$ cat src/rtl/riscv_csr_pkg.sv
// ----------------------------------------------------------------------------
// riscv_csr_pkg
// Shared definitions for the RV32I machine-mode CSR file:
//   - CSR access-type encodings (none / read / read-write / read-set / read-clear)
//   - CSR address constants
//   - mstatus bit positions
//   - trap request struct
//   - csr_apply(): computes the value a write/set/clear access commits
// ----------------------------------------------------------------------------
package riscv_csr_pkg;

    // Access types as produced by the ALU from the decoded CSR instruction
    localparam logic [2:0] ACC_NONE = 3'd0;
    localparam logic [2:0] ACC_READ = 3'd2;
    localparam logic [2:0] ACC_RW   = 3'd3;
    localparam logic [2:0] ACC_RS   = 3'd6;
    localparam logic [2:0] ACC_RC   = 3'd7;

    // CSR addresses
    localparam logic [11:0] CSR_MSTATUS   = 12'h300;
    localparam logic [11:0] CSR_MTVEC     = 12'h305;
    localparam logic [11:0] CSR_MSCRATCH  = 12'h340;
    localparam logic [11:0] CSR_MEPC      = 12'h341;
    localparam logic [11:0] CSR_MCAUSE    = 12'h342;
    localparam logic [11:0] CSR_MTVAL     = 12'h343;
    localparam logic [11:0] CSR_MCYCLE    = 12'hB00;
    localparam logic [11:0] CSR_MINSTRET  = 12'hB02;
    localparam logic [11:0] CSR_MCYCLEH   = 12'hB80;
    localparam logic [11:0] CSR_MINSTRETH = 12'hB82;
    localparam logic [11:0] CSR_CYCLE     = 12'hC00;
    localparam logic [11:0] CSR_INSTRET   = 12'hC02;
    localparam logic [11:0] CSR_CYCLEH    = 12'hC80;
    localparam logic [11:0] CSR_INSTRETH  = 12'hC82;
    localparam logic [11:0] CSR_MHARTID   = 12'hF14;

    // mstatus bit positions
    localparam int MSTATUS_MIE_BIT    = 3;
    localparam int MSTATUS_MPIE_BIT   = 7;
    localparam int MSTATUS_MPP_LO_BIT = 11;
    localparam int MSTATUS_MPP_HI_BIT = 12;

    // Trap request presented by the pipeline
    typedef struct packed {
        logic        valid;
        logic        interrupt;
        logic [3:0]  cause;
        logic [31:0] pc;
        logic [31:0] value;
    } trap_t;

    // Value committed by a write-type access given the current CSR contents.
    // Non-write access types return old so callers never see an X path.
    function automatic logic [31:0] csr_apply(input logic [2:0]  acc,
                                              input logic [31:0] old,
                                              input logic [31:0] wdata);
        logic [31:0] result;
        case (acc)
            ACC_RW:  result = wdata;
            ACC_RS:  result = old | wdata;
            ACC_RC:  result = old & ~wdata;
            default: result = old;
        endcase
        return result;
    endfunction

endpackage

$ cat src/rtl/riscv_csr_counter_64.sv
// ----------------------------------------------------------------------------
// riscv_csr_counter_64
// 64-bit free-running counter with per-half CSR write access.
// A write to either half takes precedence over the increment in that cycle:
// the written half loads i_wr_data and the other half holds.
// Ports:
//   clk        core clock
//   reset      asynchronous active-high reset (count -> 0)
//   i_inc      increment enable (wraps 2^64-1 -> 0)
//   i_wr_lo    load bits [31:0] from i_wr_data
//   i_wr_hi    load bits [63:32] from i_wr_data
//   i_wr_data  write data
//   o_value    current count
// ----------------------------------------------------------------------------
module riscv_csr_counter_64 (
    input  logic        clk,
    input  logic        reset,
    input  logic        i_inc,
    input  logic        i_wr_lo,
    input  logic        i_wr_hi,
    input  logic [31:0] i_wr_data,
    output logic [63:0] o_value
);

    logic [63:0] r_count;
    logic [63:0] w_count_next;

    always_comb begin
        w_count_next = r_count;
        if (i_wr_lo) begin
            w_count_next[31:0] = i_wr_data;
        end else if (i_wr_hi) begin
            w_count_next[63:32] = i_wr_data;
        end else if (i_inc) begin
            w_count_next = r_count + 64'd1;
        end
    end

    always_ff @(posedge clk or posedge reset) begin
        if (reset) begin
            r_count <= 64'd0;
        end else begin
            r_count <= w_count_next;
        end
    end

    assign o_value = r_count;

endmodule

$ cat src/rtl/riscv_i32_csr.sv
// ----------------------------------------------------------------------------
// riscv_i32_csr
// Machine-mode CSR file for the RV32I core: mstatus (MIE/MPIE, MPP fixed to M),
// mtvec (direct only), mscratch, mepc, mcause, mtval, mcycle/cycle,
// minstret/instret and mhartid (reads 0).
//
// Configuration macro: RISCV_I32_CSR_INSTRET_EN
//   defined   -> minstret counter is built
//   undefined -> instret/minstret addresses read 0, writes are ignored,
//                instruction_retired is unused
//
// Ports:
//   clk, reset                 core clock, asynchronous active-high reset
//   csr_access__access/address access type and CSR address
//   csr_write_data             rs1 value or zero-extended uimm
//   instruction_retired        one pulse per retired instruction
//   trap__*                    trap request (valid, interrupt, cause, pc, value)
//   mret                       MRET executing this cycle
//   csr_read_data              old CSR value (combinational, 0 if illegal/none)
//   csr_illegal                access faults (combinational)
//   csrs__mtvec/mepc/mie       state presented to fetch/trap logic
// ----------------------------------------------------------------------------
module riscv_i32_csr
    import riscv_csr_pkg::*;
(
    input  logic        clk,
    input  logic        reset,
    input  logic [2:0]  csr_access__access,
    input  logic [11:0] csr_access__address,
    input  logic [31:0] csr_write_data,
    input  logic        instruction_retired,
    input  logic        trap__valid,
    input  logic        trap__interrupt,
    input  logic [3:0]  trap__cause,
    input  logic [31:0] trap__pc,
    input  logic [31:0] trap__value,
    input  logic        mret,
    output logic [31:0] csr_read_data,
    output logic        csr_illegal,
    output logic [31:0] csrs__mtvec,
    output logic [31:0] csrs__mepc,
    output logic        csrs__mie
);

    trap_t       w_trap;
    logic        r_mie;
    logic        r_mpie;
    logic [31:0] r_mtvec;
    logic [31:0] r_mscratch;
    logic [31:0] r_mepc;
    logic [31:0] r_mcause;
    logic [31:0] r_mtval;

    logic [63:0] w_mcycle;
    logic [63:0] w_minstret;
    logic [31:0] w_mstatus;
    logic [31:0] w_old;
    logic        w_impl;
    logic        w_readonly;
    logic        w_active;
    logic        w_illegal;
    logic        w_is_write;
    logic        w_wr_en;
    logic [31:0] w_wval;

    assign w_trap = '{valid:     trap__valid,
                      interrupt: trap__interrupt,
                      cause:     trap__cause,
                      pc:        trap__pc,
                      value:     trap__value};

    // mstatus view: only MIE/MPIE are stored, MPP is hardwired to machine mode
    always_comb begin
        w_mstatus = 32'd0;
        w_mstatus[MSTATUS_MIE_BIT]  = r_mie;
        w_mstatus[MSTATUS_MPIE_BIT] = r_mpie;
        w_mstatus[MSTATUS_MPP_HI_BIT:MSTATUS_MPP_LO_BIT] = 2'b11;
    end

    // Address decode and read mux
    always_comb begin
        w_impl = 1'b1;
        w_old  = 32'd0;
        case (csr_access__address)
            CSR_MSTATUS:   w_old = w_mstatus;
            CSR_MTVEC:     w_old = r_mtvec;
            CSR_MSCRATCH:  w_old = r_mscratch;
            CSR_MEPC:      w_old = r_mepc;
            CSR_MCAUSE:    w_old = r_mcause;
            CSR_MTVAL:     w_old = r_mtval;
            CSR_MCYCLE,
            CSR_CYCLE:     w_old = w_mcycle[31:0];
            CSR_MCYCLEH,
            CSR_CYCLEH:    w_old = w_mcycle[63:32];
            CSR_MINSTRET,
            CSR_INSTRET:   w_old = w_minstret[31:0];
            CSR_MINSTRETH,
            CSR_INSTRETH:  w_old = w_minstret[63:32];
            CSR_MHARTID:   w_old = 32'd0;
            default:       w_impl = 1'b0;
        endcase
    end

    assign w_readonly = (csr_access__address[11:10] == 2'b11);
    assign w_active   = (csr_access__access != ACC_NONE);
    assign w_illegal  = w_active &&
                        (!w_impl || (w_readonly && csr_access__access != ACC_READ));
    assign w_is_write = (csr_access__access == ACC_RW) ||
                        (csr_access__access == ACC_RS) ||
                        (csr_access__access == ACC_RC);

    // Trap and MRET pre-empt the CSR write; read data and illegal are unaffected
    assign w_wr_en = w_is_write && !w_illegal && !w_trap.valid && !mret;
    assign w_wval  = csr_apply(csr_access__access, w_old, csr_write_data);

    assign csr_read_data = (w_active && !w_illegal) ? w_old : 32'd0;
    assign csr_illegal   = w_illegal;

    // Counters: increment is unconditional, a CSR write replaces it
    riscv_csr_counter_64 u_mcycle (
        .clk       (clk),
        .reset     (reset),
        .i_inc     (1'b1),
        .i_wr_lo   (w_wr_en && (csr_access__address == CSR_MCYCLE)),
        .i_wr_hi   (w_wr_en && (csr_access__address == CSR_MCYCLEH)),
        .i_wr_data (w_wval),
        .o_value   (w_mcycle)
    );

`ifdef RISCV_I32_CSR_INSTRET_EN
    riscv_csr_counter_64 u_minstret (
        .clk       (clk),
        .reset     (reset),
        .i_inc     (instruction_retired),
        .i_wr_lo   (w_wr_en && (csr_access__address == CSR_MINSTRET)),
        .i_wr_hi   (w_wr_en && (csr_access__address == CSR_MINSTRETH)),
        .i_wr_data (w_wval),
        .o_value   (w_minstret)
    );
`else
    // No storage: addresses stay decoded so accesses are legal and read 0
    logic w_unused_retired;
    assign w_unused_retired = instruction_retired;
    assign w_minstret       = 64'd0;
`endif

    // Trap state and machine CSRs
    always_ff @(posedge clk or posedge reset) begin
        if (reset) begin
            r_mie      <= 1'b0;
            r_mpie     <= 1'b0;
            r_mtvec    <= 32'd0;
            r_mscratch <= 32'd0;
            r_mepc     <= 32'd0;
            r_mcause   <= 32'd0;
            r_mtval    <= 32'd0;
        end else if (w_trap.valid) begin
            r_mepc   <= {w_trap.pc[31:1], 1'b0};
            r_mcause <= {w_trap.interrupt, 27'd0, w_trap.cause};
            r_mtval  <= w_trap.value;
            r_mpie   <= r_mie;
            r_mie    <= 1'b0;
        end else if (mret) begin
            r_mie  <= r_mpie;
            r_mpie <= 1'b1;
        end else if (w_wr_en) begin
            case (csr_access__address)
                CSR_MSTATUS: begin
                    r_mie  <= w_wval[MSTATUS_MIE_BIT];
                    r_mpie <= w_wval[MSTATUS_MPIE_BIT];
                end
                CSR_MTVEC:    r_mtvec    <= {w_wval[31:2], 2'b00};
                CSR_MSCRATCH: r_mscratch <= w_wval;
                CSR_MEPC:     r_mepc     <= {w_wval[31:1], 1'b0};
                CSR_MCAUSE:   r_mcause   <= w_wval;
                CSR_MTVAL:    r_mtval    <= w_wval;
                default: ;   // counters handled in their own instances
            endcase
        end
    end

    assign csrs__mtvec = r_mtvec;
    assign csrs__mepc  = r_mepc;
    assign csrs__mie   = r_mie;

endmodule
$ cat config.mk
export PLATFORM = sky130hd
export DESIGN_NAME = riscv_i32_csr
export DESIGN_NICKNAME = d
export VERILOG_FILES = /design/src/rtl/riscv_csr_pkg.sv /design/src/rtl/riscv_csr_counter_64.sv /design/src/rtl/riscv_i32_csr.sv
export SDC_FILE = /design/constraint.sdc
export NUM_CORES = 1
export LEC_CHECK = 0
export ABC_CLOCK_PERIOD_IN_PS = 9600
export CORE_UTILIZATION = 42
export CTS_CLUSTER_SIZE = 20
export DETAILED_ROUTE_END_ITERATION = 6
export PLACE_DENSITY = 0.64
export SLEW_MARGIN = 10
export SYNTH_ARGS = -nofsm -noshare
export SYNTH_HDL_FRONTEND = slang
export SYNTH_SLANG_ARGS = --single-unit
$ cat constraint.sdc
create_clock -name clk -period 9.6 [get_ports clk]
set_input_delay 2.4 -clock clk [delete_from_list [all_inputs] [get_ports clk]]
set_output_delay 2.4 -clock clk [all_outputs]
set_load 0.01 [all_outputs]
==> results.json <==
{
  "core-area_um2": 31600,
  "synth_area_um2": 13500,
  "cts_resized": 0,
  "ir_worst_vdd_uv": 117,
  "ys.flop_type": "dfrtp_1",
  "multiInputGateArea_um2": 7390,
  "grt_pass1_wl_um": 75300,
  "cts_sinks": 223,
  "path_buf_inv": 3,
  "hpwl_um": 34100,
  "timing.slew.headroom_pct": 19.6,
  "slew_viol_final": 0,
  "grt_pass1_vias": 12500,
  "drc": 0,
  "postCtsHoldBufs": 0,
  "synth_top_cell_by_area": "dfrtp_1",
  "crit_type": "in -> out",
  "cp.arrival_ns": 6.03,
  "wl_um": 48800,
  "drtIter0Drc": 1417,
  "fmax_mhz": 119,
  "initial_core_util_pct": 42.8,
  "clk_latency_ns": 0.55,
  "outcome": "complete, no violations",
  "grt_overflow": 0,
  "dr.pass1.iters": 5,
  "cts_max_level": 1,
  "yosysUniqueCellTypes": 73,
  "wire_per_inst_um": 23.9,
  "placed_area_um2": 15800,
  "hold_path_class": "reg -> reg",
  "worstSetupStartpointType": "input pin",
  "power_density_nw_per_um2": 141,
  "yosys_warnings": 0,
  "rows": 65,
  "place.gp.congestion": 0.949,
  "vias_per_cell": 6.35,
  "cp.required_ns": 7.20,
  "finalCritPeriodShare_pct": 87.8,
  "p_leak_nw": 6.69,
  "die_h_um": 181,
  "clkSlewWorstSetupHoldPaths_ns": 0.06,
  "synth_area_leaders": "dfrtp_1 (41%), o21ai_0 (6.0%), mux2i_1 (5.3%)",
  "synthesis.instances": 1466,
  "synthArstFlopShare_pct": 100,
  "cts_root_buf": "clkbuf_16",
  "yosysTopAreaCellShare_pct": 41.3,
  "nFillCells": 2892,
  "port_buffers": 213,
  "dieArea_um2": 32900,
  "nNetsFinal": 1738,
  "final-hold-violation-count": 0,
  "cap_violations": 0,
  "critPathMaxFanout": 18,
  "critPathSlowestCell": "clkdlybuf4s50_1",
  "cts_tree": "yes",
  "clk_path_buf_depth": 3,
  "synth-edff-count": 0,
  "final_common_cell": "dfrtp_1",
  "cp_slowest_stage_delay_ns": 0.75,
  "cts_setup_buffers": 0,
  "final_cell_area_um2": 16700,
  "setup_violations": 0,
  "yosysSeqAreaShare_pct": 41.3,
  "route.antenna.remaining_nets": 0,
  "tns_ns": 0,
  "worstMarginPinSlew_ns": 1.20,
  "fin_crit_ns": 8.43,
  "rsz0062_at_grt": "false",
  "area_delta_synth_final_pct": 24.0,
  "grt_antenna_before_repair": 4,
  "cts_buffers": 26,
  "grt_use_total_pct": 29.6,
  "crit_path_frequent_cell": "clkdlybuf4s50_1",
  "layout_common_cells": "dfrtp_1 (223), clkdlybuf4s50_1 (209), o21ai_0 (162), nand2_1 (145), nor2_1 (82)",
  "ios": 219,
  "crit_path_end_kind": "primary output",
  "avgSynthCellArea_um2": 9.21,
  "drive_above_1_share_pct": 8.87,
  "vias": 12900,
  "clock_skew_ns": 0.0173,
  "die-width_um": 181,
  "regArea_um2": 5580,
  "synth_seq_cells": 223,
  "cp_cell_sequence": "clkdlybuf4s50_1, and3b_1, nand4_1, nand3_1, o21ai_2, buf_4, a21oi_1, clkdlybuf4s50_1",
  "timing.critical_path.max_delay_family": "buffers and inverters",
  "grt_max_degree": 145
}
==> Yosys cell counts, drive strengths merged (6+ instances only) <==
| master | instances |
|---|---|
| a2111oi | 8 |
| a211oi | 21 |
| a21oi | 59 |
| a221o | 17 |
| a221oi | 12 |
| a22o | 39 |
| a22oi | 78 |
| a31o | 6 |
| and2 | 8 |
| and3 | 15 |
| and4 | 12 |
| buf | 35 |
| clkbuf | 85 |
| dfrtp | 223 |
| inv | 12 |
| mux2 | 37 |
| mux2i | 72 |
| mux4 | 6 |
| nand2 | 146 |
| nand2b | 7 |
| nand3 | 42 |
| nand3b | 26 |
| nand4 | 22 |
| nor2 | 84 |
| nor2b | 30 |
| nor3 | 22 |
| nor4 | 24 |
| nor4b | 9 |
| o21ai | 173 |
| o22ai | 19 |
| xnor2 | 34 |
| xor2 | 36 |
==> cell type report <==
type                    count  area share, %
multi-input cells        1113           44.1
flip-flops and latches    223           33.3
repair buffers            240           13.8
clock buffers              41           4.88
well taps                 402           3.01
clock inverters             5          0.396
inverters                  12          0.314
diodes                      4         0.0598
==> path summary, 6_finish.rpt <==
check                                   startpoint              endpoint  slack [ns]  depth (start not counted)
max in group asynchronous                    reset           r_mcause[8]        5.33                          3
min reg2reg                         r_mscratch[11]        r_mscratch[11]        0.48                          2
max                        csr_access__address[10]     csr_read_data[30]        1.17                          8
max reg2reg                   u_mcycle.o_value[28]  u_mcycle.o_value[55]        6.30                          6
min                                 r_mscratch[11]        r_mscratch[11]        0.48                          2
min in group asynchronous                    reset           r_mtval[22]        2.39                          2
==> state kept, by name, indices dropped and copies added (netlist names) <==
signal,flops
csrs__mepc,31
csrs__mie,1
csrs__mtvec,30
r_mcause,32
r_mpie,1
r_mscratch,32
r_mtval,32
u_mcycle.o_value,64
==> through the flow <==
step | hold WS, ns | std cells | setup slack (ns) | utilization [%] | power (mW)
6_report | 0.475 | 2040 | 1.17 | 53.0 | 2.36
5_1_grt | 0.504 | 2040 | 1.07 | 53.0 | 2.44
4_1_cts | 0.476 | 2036 | 1.33 | 53.0 | 2.37
3_5_place_dp | 0.463 | 1990 | 1.35 | 50.2 | 1.36
3_3_place_gp | 0.458 | 1990 | 1.36 | 50.2 | 1.36
2_1_floorplan | 0.441 | 1468 | 1.09 | - | 1.21
==> where the power goes <==
group	leakage [nW]	switching (mW)	internal (mW)
sequential	2.82	0.0458	0.981
combinational	3.44	0.171	0.149
clock	0.429	0.407	0.608
total	6.69	0.623	1.74
==> worst register-to-register path, cell delays in order (launching register included) <==
cell     delay [ns]
dfrtp_1        0.46
nand4_1        0.33
nor4_1         0.77
nand3_1        0.70
nor4_1         0.64
xnor2_1        0.18
mux2i_1        0.09
==> layer usage <==
layer  routed length [µm]  share of wire, %  vias up  GRT usage, %
li1                     -                 -     5787             -
met1                20700                42     6416          40.3
met2                22600                46      634          47.2
met3                 3460               7.1      108          3.91
met4                 2000               4.1        0          12.5
met5                    0                 0        -             0
==> kinds of logic after synthesis <==
family,share of synthesized area [%]
flip-flops,41.3
buffers and inverters,4.19
adder cells (fa/ha/maj),0.0927
other,0.0278
AO/OA/AOI/OAI,22.6
multiplexers,9.43
XOR/XNOR,4.54
AND/OR/NAND/NOR,17.8
(Power assumes the default switching activity.)
